File: src/rtl/div_unit.sv
// Iterative 32-bit integer divider (div.w/mod.w/div.wu/mod.wu): one restoring step per
// cycle with fixed 34-cycle latency. Operands are converted to magnitudes and the signs are fixed up at the end.
module div_unit #(
  parameter int DATA_W = 32
) (
  input  logic              clk,
  input  logic              rstn,
  input  logic              start,
  input  logic [1:0]        op,
  input  logic [DATA_W-1:0] a,
  input  logic [DATA_W-1:0] b,
  input  logic              flush,
  output logic              busy,
  output logic              done,
  output logic [DATA_W-1:0] result
);

  localparam int CNT_W = $clog2(DATA_W);

  typedef enum logic [1:0] {IDLE, CALC, FINISH} state_t;

  state_t             state_q, state_d;
  logic [1:0]         op_q, op_d;
  logic               sign_a_q, sign_a_d;
  logic               sign_b_q, sign_b_d;
  logic [DATA_W-1:0]  dvd_q, dvd_d;      // dividend shifting out, quotient shifting in
  logic [DATA_W-1:0]  dvs_q, dvs_d;
  logic [DATA_W-1:0]  rem_q, rem_d;
  logic [CNT_W-1:0]   cnt_q, cnt_d;
  logic [DATA_W-1:0]  result_q, result_d;
  logic               done_q, done_d;

  logic signed [DATA_W-1:0] a_s, b_s;
  logic               signed_op, accept;
  logic [DATA_W:0]    shifted, diff;
  logic               carry, no_borrow;
  logic [DATA_W-1:0]  quo_val, rem_val, res_val;

  function automatic logic [DATA_W-1:0] neg_if(input logic [DATA_W-1:0] x, input logic en);
    return en ? (~x + DATA_W'(1)) : x;
  endfunction

  function automatic logic [DATA_W-1:0] magnitude(input logic signed [DATA_W-1:0] x);
    return neg_if(DATA_W'(x), x[DATA_W-1]);
  endfunction

  assign a_s       = a;
  assign b_s       = b;
  assign signed_op = ~op[1];
  assign accept    = (state_q == IDLE) && start && !flush;

  // Trial subtract; diff[DATA_W] is the sign of the difference and always agrees
  // with the carry because the partial remainder stays below twice the divisor.
  assign shifted            = {rem_q, dvd_q[DATA_W-1]};
  assign {carry, diff}      = {1'b0, shifted} + {1'b0, ~{1'b0, dvs_q}} + {{(DATA_W+1){1'b0}}, 1'b1};
  assign no_borrow          = carry & ~diff[DATA_W];

  // Divide by zero naturally yields an all-ones magnitude; force it past the sign fix-up.
  assign quo_val = (dvs_q == '0) ? '1 : neg_if(dvd_q, ~op_q[1] & (sign_a_q ^ sign_b_q));
  assign rem_val = neg_if(rem_q, ~op_q[1] & sign_a_q);
  assign res_val = op_q[0] ? rem_val : quo_val;

  always_comb begin
    state_d  = state_q;
    op_d     = op_q;
    sign_a_d = sign_a_q;
    sign_b_d = sign_b_q;
    dvd_d    = dvd_q;
    dvs_d    = dvs_q;
    rem_d    = rem_q;
    cnt_d    = cnt_q;
    result_d = result_q;
    done_d   = 1'b0;

    unique case (state_q)
      IDLE: begin
        if (accept) begin
          op_d     = op;
          sign_a_d = signed_op & a[DATA_W-1];
          sign_b_d = signed_op & b[DATA_W-1];
          dvd_d    = signed_op ? magnitude(a_s) : a;
          dvs_d    = signed_op ? magnitude(b_s) : b;
          rem_d    = '0;
          cnt_d    = '0;
          state_d  = CALC;
        end
      end
      CALC: begin
        rem_d = no_borrow ? diff[DATA_W-1:0] : shifted[DATA_W-1:0];
        dvd_d = {dvd_q[DATA_W-2:0], no_borrow};
        cnt_d = cnt_q + CNT_W'(1);
        if (cnt_q == CNT_W'(DATA_W - 1)) state_d = FINISH;
      end
      FINISH: begin
        result_d = res_val;
        done_d   = 1'b1;
        state_d  = IDLE;
      end
      default: state_d = IDLE;
    endcase

    if (flush) begin
      state_d  = IDLE;
      done_d   = 1'b0;
      result_d = result_q;
    end
  end

  always_ff @(posedge clk or negedge rstn) begin
    if (!rstn) begin
      state_q  <= IDLE;
      op_q     <= '0;
      sign_a_q <= 1'b0;
      sign_b_q <= 1'b0;
      dvd_q    <= '0;
      dvs_q    <= '0;
      rem_q    <= '0;
      cnt_q    <= '0;
      result_q <= '0;
      done_q   <= 1'b0;
    end else begin
      state_q  <= state_d;
      op_q     <= op_d;
      sign_a_q <= sign_a_d;
      sign_b_q <= sign_b_d;
      dvd_q    <= dvd_d;
      dvs_q    <= dvs_d;
      rem_q    <= rem_d;
      cnt_q    <= cnt_d;
      result_q <= result_d;
      done_q   <= done_d;
    end
  end

  assign busy   = (state_q != IDLE);
  assign done   = done_q;
  assign result = result_q;

endmodule

File: config.mk
export PLATFORM = sky130hd
export DESIGN_NAME = div_unit
export DESIGN_NICKNAME = d
export VERILOG_FILES = /design/src/rtl/div_unit.sv
export SDC_FILE = /design/constraint.sdc
export NUM_CORES = 1
export LEC_CHECK = 0
export BUFFER_PORTS_ARGS = -buffer_cell sky130_fd_sc_hd__buf_4
export CORE_MARGIN = 4
export CORE_UTILIZATION = 40
export DETAILED_ROUTE_END_ITERATION = 10
export PLACE_DENSITY_LB_ADDON = 0.1
export SKIP_CTS_REPAIR_TIMING = 1
export SYNTH_ARGS = -nofsm -noshare
export SYNTH_HDL_FRONTEND = slang
export SYNTH_SLANG_ARGS = --single-unit
File: constraint.sdc
create_clock -name clk -period 7.5 [get_ports clk]
set_input_delay 1.5 -clock clk [delete_from_list [all_inputs] [get_ports clk]]
set_output_delay 1.5 -clock clk [all_outputs]
set_load 0.01 [all_outputs]
==> flow_summary_export.csv, run 1 <==
group,metric,value,unit
worst_setup_path,r2r_setup_slack,3.35,ns
detailed_routing,viasPerCell,5.68,
timing,slew_violations,0,
yosys,synth.area.top_cells,"dfrtp_1 (33%), xnor2_1 (8.1%), o21ai_0 (5.6%)",
yosys,async_flop_share,1.00,
run_status,outcome,"complete, no violations",
worst_setup_path,cp_slowest_cell,"a211oi_4",
yosys,synth_edf_count,0,
global_route,globalRouteMet2Util,0.327,
layout,fin_nets,1429,
yosys,synth-seq-area-share,0.333,
floorplanning,die_w,170,µm
worst_setup_path,r2r_cells,11,
detailed_routing,drt_iter0_drc,713,
clocking,clockRootBuffer,"clkbuf_16",
global_route,use_met3,0.0302,
power_and_ir_drop,power.density,376,nW/µm²
detailed_routing,num_vias,9481,
placement,port_buffers,103,
timing,clock_skew,0.00770,ns
detailed_routing,drt-pass1-iter-count,7,
worst_setup_path,cpPeakStageDelay,0.87,ns
timing,tns,0,ns
placement,gp_congestion,0.914,
timing,post-route-min-period,4.15,ns
worst_setup_path,r2r-start,"rem_q[3]",
global_route,overflow,0,
timing,fmax,0.241,GHz
yosys,postSynthAreaPerCell,8.32,µm²
yosys,syn-instance-count,1263,
global_route,met1_usage,0.348,
clocking,clkSlewWorstSetupHoldPaths,0.07,ns
detailed_routing,postRouteAntennaNets,0,
placement,dp_hpwl,24000,µm
global_route,antenna_found_initial,0,
worst_setup_path,cp.required,7.79,ns
worst_setup_path,arrival,4.43,ns
clocking,cts-buffers-inserted,17,
yosys,ys.flop_type,"dfrtp_1",
worst_setup_path,path_buf_inv,1,
global_route,grt_pass1_wl,51100,µm
timing,fin_crit_sh,0.553,
worst_setup_path,crit_type,"reg -> reg",
clocking,tritoncts,"yes",
layout,diodes,0,
layout,fin_area,12100,µm²
layout,final_cell_mix,"dfrtp_1 (140), o21ai_0 (118), buf_4 (113), nand2_1 (98), xnor2_1 (97)",
floorplanning,rows,59,
hold_path,min_path_cells,1,
worst_setup_path,cpLargestDelayFamily,"compound AO/OA/AOI/OAI gates",
yosys,synth_area,10500,µm²
yosys,synth_nets,1372,
timing,setup_violations,0,
yosys,yosysUniqueCellTypes,68,
layout,final_common_cell,"dfrtp_1",
yosys,yosysTopAreaCell,"dfrtp_1",
floorplanning,floorplan.initialDensity,0.405,
detailed_routing,drc,0,
worst_setup_path,path_cells,"ha_1 -> a21o_1 -> a31oi_1 -> a21oi_1 -> or2_2 -> a41oi_1 -> a22oi_1 -> a211oi_4 -> buf_4 -> mux2i_1 -> o21ai_1",
floorplanning,die_h,170,µm
clocking,clock-sinks,140,
detailed_routing,wire_per_inst,19.3,µm
floorplanning,ios,104,
layout,syn2layout_area_growth,14.9,%
flow_run,cap_violations,0,
hold_path,min_path_type,"reg -> reg",
floorplanning,die_area,28900,µm²
worst_setup_path,r2r-end,"rem_q[28]",
timing,hold_viol,0,
timing,slew_headroom,0.244,
clocking,htree_levels,4,
worst_setup_path,end_kind,"register",
yosys,yosysWarnings,0,
worst_setup_path,worst-path-max-fanout,28,
yosys,synth_top_area_frac,0.333,
global_route,grt_pass1_vias,8908,
power_and_ir_drop,ir_drop,0.000146,V
detailed_routing,drt_wl_total,32200,µm
hold_path,hold_end,"result[28]",
hold_path,min_from,"result[28]",
clocking,max-clock-path-buffers,2,
floorplanning,core_area,26000,µm²
yosys,synth-seq-cells,140,
timing,worst_pin_slew,1.13,ns
global_route,grt_max_degree,76,
placement,place_area,11500,µm²
worst_setup_path,startpoint_type,"register",
timing,rsz0062_at_grt,"no",
power_and_ir_drop,power_leakage,5.52,nW
global_route,busiest_layer,"met1",
clocking,clock_latency,0.43,ns
layout,drive_gt1_frac,0.131,
global_route,grtUsageTotal,0.222,
## cell families after synthesis
logic type,Yosys count,share of synthesized area
adders and majority gates,39,0.0471
and+or+nand+nor,373,0.182
AOI/OAI and AO/OA,403,0.239
DFF,140,0.333
muxes,26,0.0248
xor gates and xnor gates,145,0.121
buffers and inverters,137,0.0531
## through the flow
| stage | total power, mW | setup slack (ns) | instances | utilization | hold WS [ns] |
|---|---|---|---|---|---|
| 2_1_floorplan | 3.02 | 3.89 | 1263 | - | 0.469 |
| 3_3_place_gp | 3.63 | 3.51 | 1636 | 0.442 | 0.463 |
| 3_5_place_dp | 3.63 | 3.41 | 1636 | 0.442 | 0.467 |
| 4_1_cts | 4.53 | 3.39 | 1668 | 0.465 | 0.481 |
| 5_1_grt | 4.88 | 3.07 | 1668 | 0.465 | 0.486 |
| 6_report | 4.54 | 3.35 | 1668 | 0.465 | 0.478 |
## flip-flops by register name, summed over array words and instances (netlist names)
signal	flops
sign_a_q	1
result	32
dvd_q	32
cnt_q	5
state_q	2
op_q	2
rem_q	32
done	1
dvs_q	32
sign_b_q	1
## Yosys cell counts, types with 3 or more instances
master      n
nor2_1     78
nand4_1    11
ha_1       38
a221oi_1   29
a21o_1     37
nor3_1     25
o211ai_1    5
o22ai_1     3
a31oi_1    12
nor4_2      3
nand3_1    39
nand2b_1   13
and3_1     11
o21ai_1    29
xnor2_1    97
o41ai_1     4
or3_1      15
clkbuf_1   66
nand3_2     3
dfrtp_1   140
nor3b_1     5
a21oi_1    95
o311ai_1    3
o31ai_1    11
and4_1      3
mux2i_1    26
a22oi_1    32
or2_2       4
or4_1      11
buf_6       3
xor2_1     48
nand3b_1    3
nor4_1     28
buf_2       4
nor2b_1    11
nand2_1    99
o21ai_0   118
inv_1      61
## worst max-delay path by stage
stage	slack [ns]	to	start	depth (start not counted)
2_1_floorplan	3.89	dvs_q[28]	b[4]	9
3_3_place_gp	3.51	dvs_q[27]	b[4]	10
3_5_place_dp	3.41	rem_q[28]	rem_q[3]	11
4_1_cts	3.39	rem_q[28]	rem_q[3]	11
5_1_grt	3.07	rem_q[28]	rem_q[3]	11
6_report	3.35	rem_q[28]	rem_q[3]	11
## power breakdown
| part | switching [mW] | internal, mW |
|---|---|---|
| Combinational | 1.37 | 0.994 |
| Clock | 0.356 | 0.526 |
| Sequential | 0.345 | 0.941 |
## final cells by class
type,count,area (µm²)
fillers,2585,13900
flip-flops and latches,140,3500
clock inverters,13,165
inverters,61,229
repair buffers,114,860
well taps,335,419
multi-input cells,986,6470
clock buffers,19,433
## worst register-to-register path: stages (launching register included)
cell and delay [ns]:
dfrtp_1 0.47, ha_1 0.38, a21o_1 0.19, a31oi_1 0.23, a21oi_1 0.17, or2_2 0.33
a41oi_1 0.28, a22oi_1 0.20, a211oi_4 0.87, buf_4 0.52, mux2i_1 0.28, o21ai_1 0.08
## per-layer routing
| metal | wire length [µm] | vias up |
|---|---|---|
| met2 | 14100 | 255 |
| li1 | - | 4680 |
| met3 | 1620 | 26 |
| met5 | 0 | - |
| met4 | 380 | 0 |
| met1 | 16100 | 4520 |
Note: power is estimated with default switching activity, not from simulation.
==> run 2, diff against run 1 <==
- clock period: 7.5 -> 3.38 ns (I/O delays scaled with it)
==> run 2 against run 1 <==
Effect of this change:
- clock skew rose by 0.0067 ns
- count of clock-buffer cells in the layout rose by 1
- setup slack got worse by 3.1 ns
- worst hold slack got worse by 0.19 ns
- first-iteration DRC count rose by 4.6%
- critical path type unchanged
- critical endpoint is now rem_q[14]
==> flow_summary_export.csv, run 2 (same netlist as run 1, synthesis figures left out) <==
group,metric,value,unit
run_status,outcome,"complete, no violations",
power_and_ir_drop,total_power,10.4,mW
timing,setup_violations,0,
placement,dpl.cell_count,1676,
floorplanning,die_h,170,µm
detailed_routing,drt_wl_total,32400,µm
placement,place_area,11800,µm²
detailed_routing,num_vias,9740,
global_route,grt_pass1_vias,9234,
timing,setup_ws,0.209,ns
worst_setup_path,worst-path-max-fanout,20,
clocking,max-clock-path-buffers,2,
floorplanning,core_area,26000,µm²
timing,slew_violations,0,
placement,dp_hpwl,24800,µm
global_route,overflow,0,
detailed_routing,drt-pass1-iter-count,7,
power_and_ir_drop,ir_drop,0.000465,V
layout,fin_area,12400,µm²
clocking,clock_latency,0.43,ns
worst_setup_path,path_cells,"ha_1 -> buf_4 -> and4_1 -> and3_1 -> nand2_1 -> o21ai_0 -> a41oi_2 -> a22oi_1 -> a211oi_4 -> clkbuf_16 -> or3_1 -> nand3_1",
clocking,cts-buffers-inserted,17,
worst_setup_path,end_kind,"register",
worst_setup_path,path_buf_inv,2,
layout,final_cell_mix,"buf_4 (151), dfrtp_1 (140), o21ai_0 (118), nand2_1 (98), xnor2_1 (97)",
worst_setup_path,cp_slowest_cell,"dfrtp_1",
worst_setup_path,arrival,3.52,ns
timing,tns,0,ns
timing,post-route-min-period,3.17,ns
worst_setup_path,cp-endpoint,"rem_q[14]",
layout,drive_gt1_frac,0.159,
global_route,grtUsageTotal,0.223,
layout,fin_util,0.479,
power_and_ir_drop,power.density,835,nW/µm²
floorplanning,ios,104,
hold_path,min_path_type,"in -> async",
timing,fmax,0.315,GHz
worst_setup_path,r2r-start,"rem_q[20]",
clocking,tritoncts,"yes",
floorplanning,die_area,28900,µm²
worst_setup_path,cpPeakStageDelay,0.52,ns
layout,fin_nets,1470,
placement,port_buffers,103,
detailed_routing,wire_per_inst,18.9,µm
worst_setup_path,worst-path-stages,12,
floorplanning,rows,59,
power_and_ir_drop,power_leakage,5.74,nW
layout,final_common_cell,"buf_4",
floorplanning,floorplan.initialDensity,0.405,
placement,gp_congestion,0.933,
worst_setup_path,crit_type,"reg -> reg",
flow_run,cap_violations,0,
layout,syn2layout_area_growth,18.3,%
floorplanning,die_w,170,µm
worst_setup_path,cp.required,3.73,ns
detailed_routing,postRouteAntennaNets,0,
layout,fin_cells,1709,
detailed_routing,drc,0,
clocking,clockRootBuffer,"clkbuf_16",
global_route,grt_max_degree,74,
detailed_routing,drt_iter0_drc,746,
worst_setup_path,r2r-end,"rem_q[14]",
worst_setup_path,startpoint_type,"register",
clocking,htree_levels,4,
timing,fin_crit_sh,0.938,
timing,clock_skew,0.0144,ns
worst_setup_path,r2r_setup_slack,0.21,ns
clocking,clkSlewWorstSetupHoldPaths,0.07,ns
timing,hold_ws,0.284,ns
detailed_routing,viasPerCell,5.70,
global_route,antenna_found_initial,0,
timing,worst_pin_slew,0.958,ns
placement,pre_cts_slack,0.219,ns
worst_setup_path,crit_start,"rem_q[20]",
worst_setup_path,cpLargestDelayFamily,"simple AND/OR/NAND/NOR gates",
worst_setup_path,r2r_cells,12,
layout,nFillCells,2579,
global_route,grt_pass1_wl,51300,µm
timing,slew_headroom,0.360,
timing,hold_viol,0,
layout,diodes,0,
clocking,clock-sinks,140,
==> run 2: how the worst min path moves through the flow <==
stage	start	end	cells past startpoint
2_1_floorplan	rstn	cnt_q[0]	0
3_3_place_gp	result[8]	result[8]	1
3_5_place_dp	result[2]	result[2]	1
4_1_cts	rstn	rem_q[20]	1
5_1_grt	rstn	rem_q[18]	1
6_report	rstn	rem_q[20]	1
==> run 2: area by class of cell <==
cell class | count | area, µm² | share of cell area
inverters | 61 | 229 | 0.0184
repair buffers | 155 | 1210 | 0.0973
clock inverters | 12 | 139 | 0.0112
multi-input cells | 986 | 6490 | 0.522
clock buffers | 20 | 447 | 0.0359
well taps | 335 | 419 | 0.0337
flip-flops and latches | 140 | 3500 | 0.282
==> run 2: where the power goes <==
group          total (mW)  switching, mW  internal, mW
clock network        1.91          0.794          1.11
logic                5.77           3.29          2.49
registers            2.70          0.614          2.09
total                10.4           4.70          5.69
==> run 2: layer usage <==
metal,vias up,GRT usage,routed length [µm],share of wire
met5,-,0,0,0
met4,0,0.0615,658,0.020
met3,36,0.0337,1730,0.053
met1,4636,0.338,16000,0.49
met2,287,0.330,14000,0.43
li1,4781,-,-,-
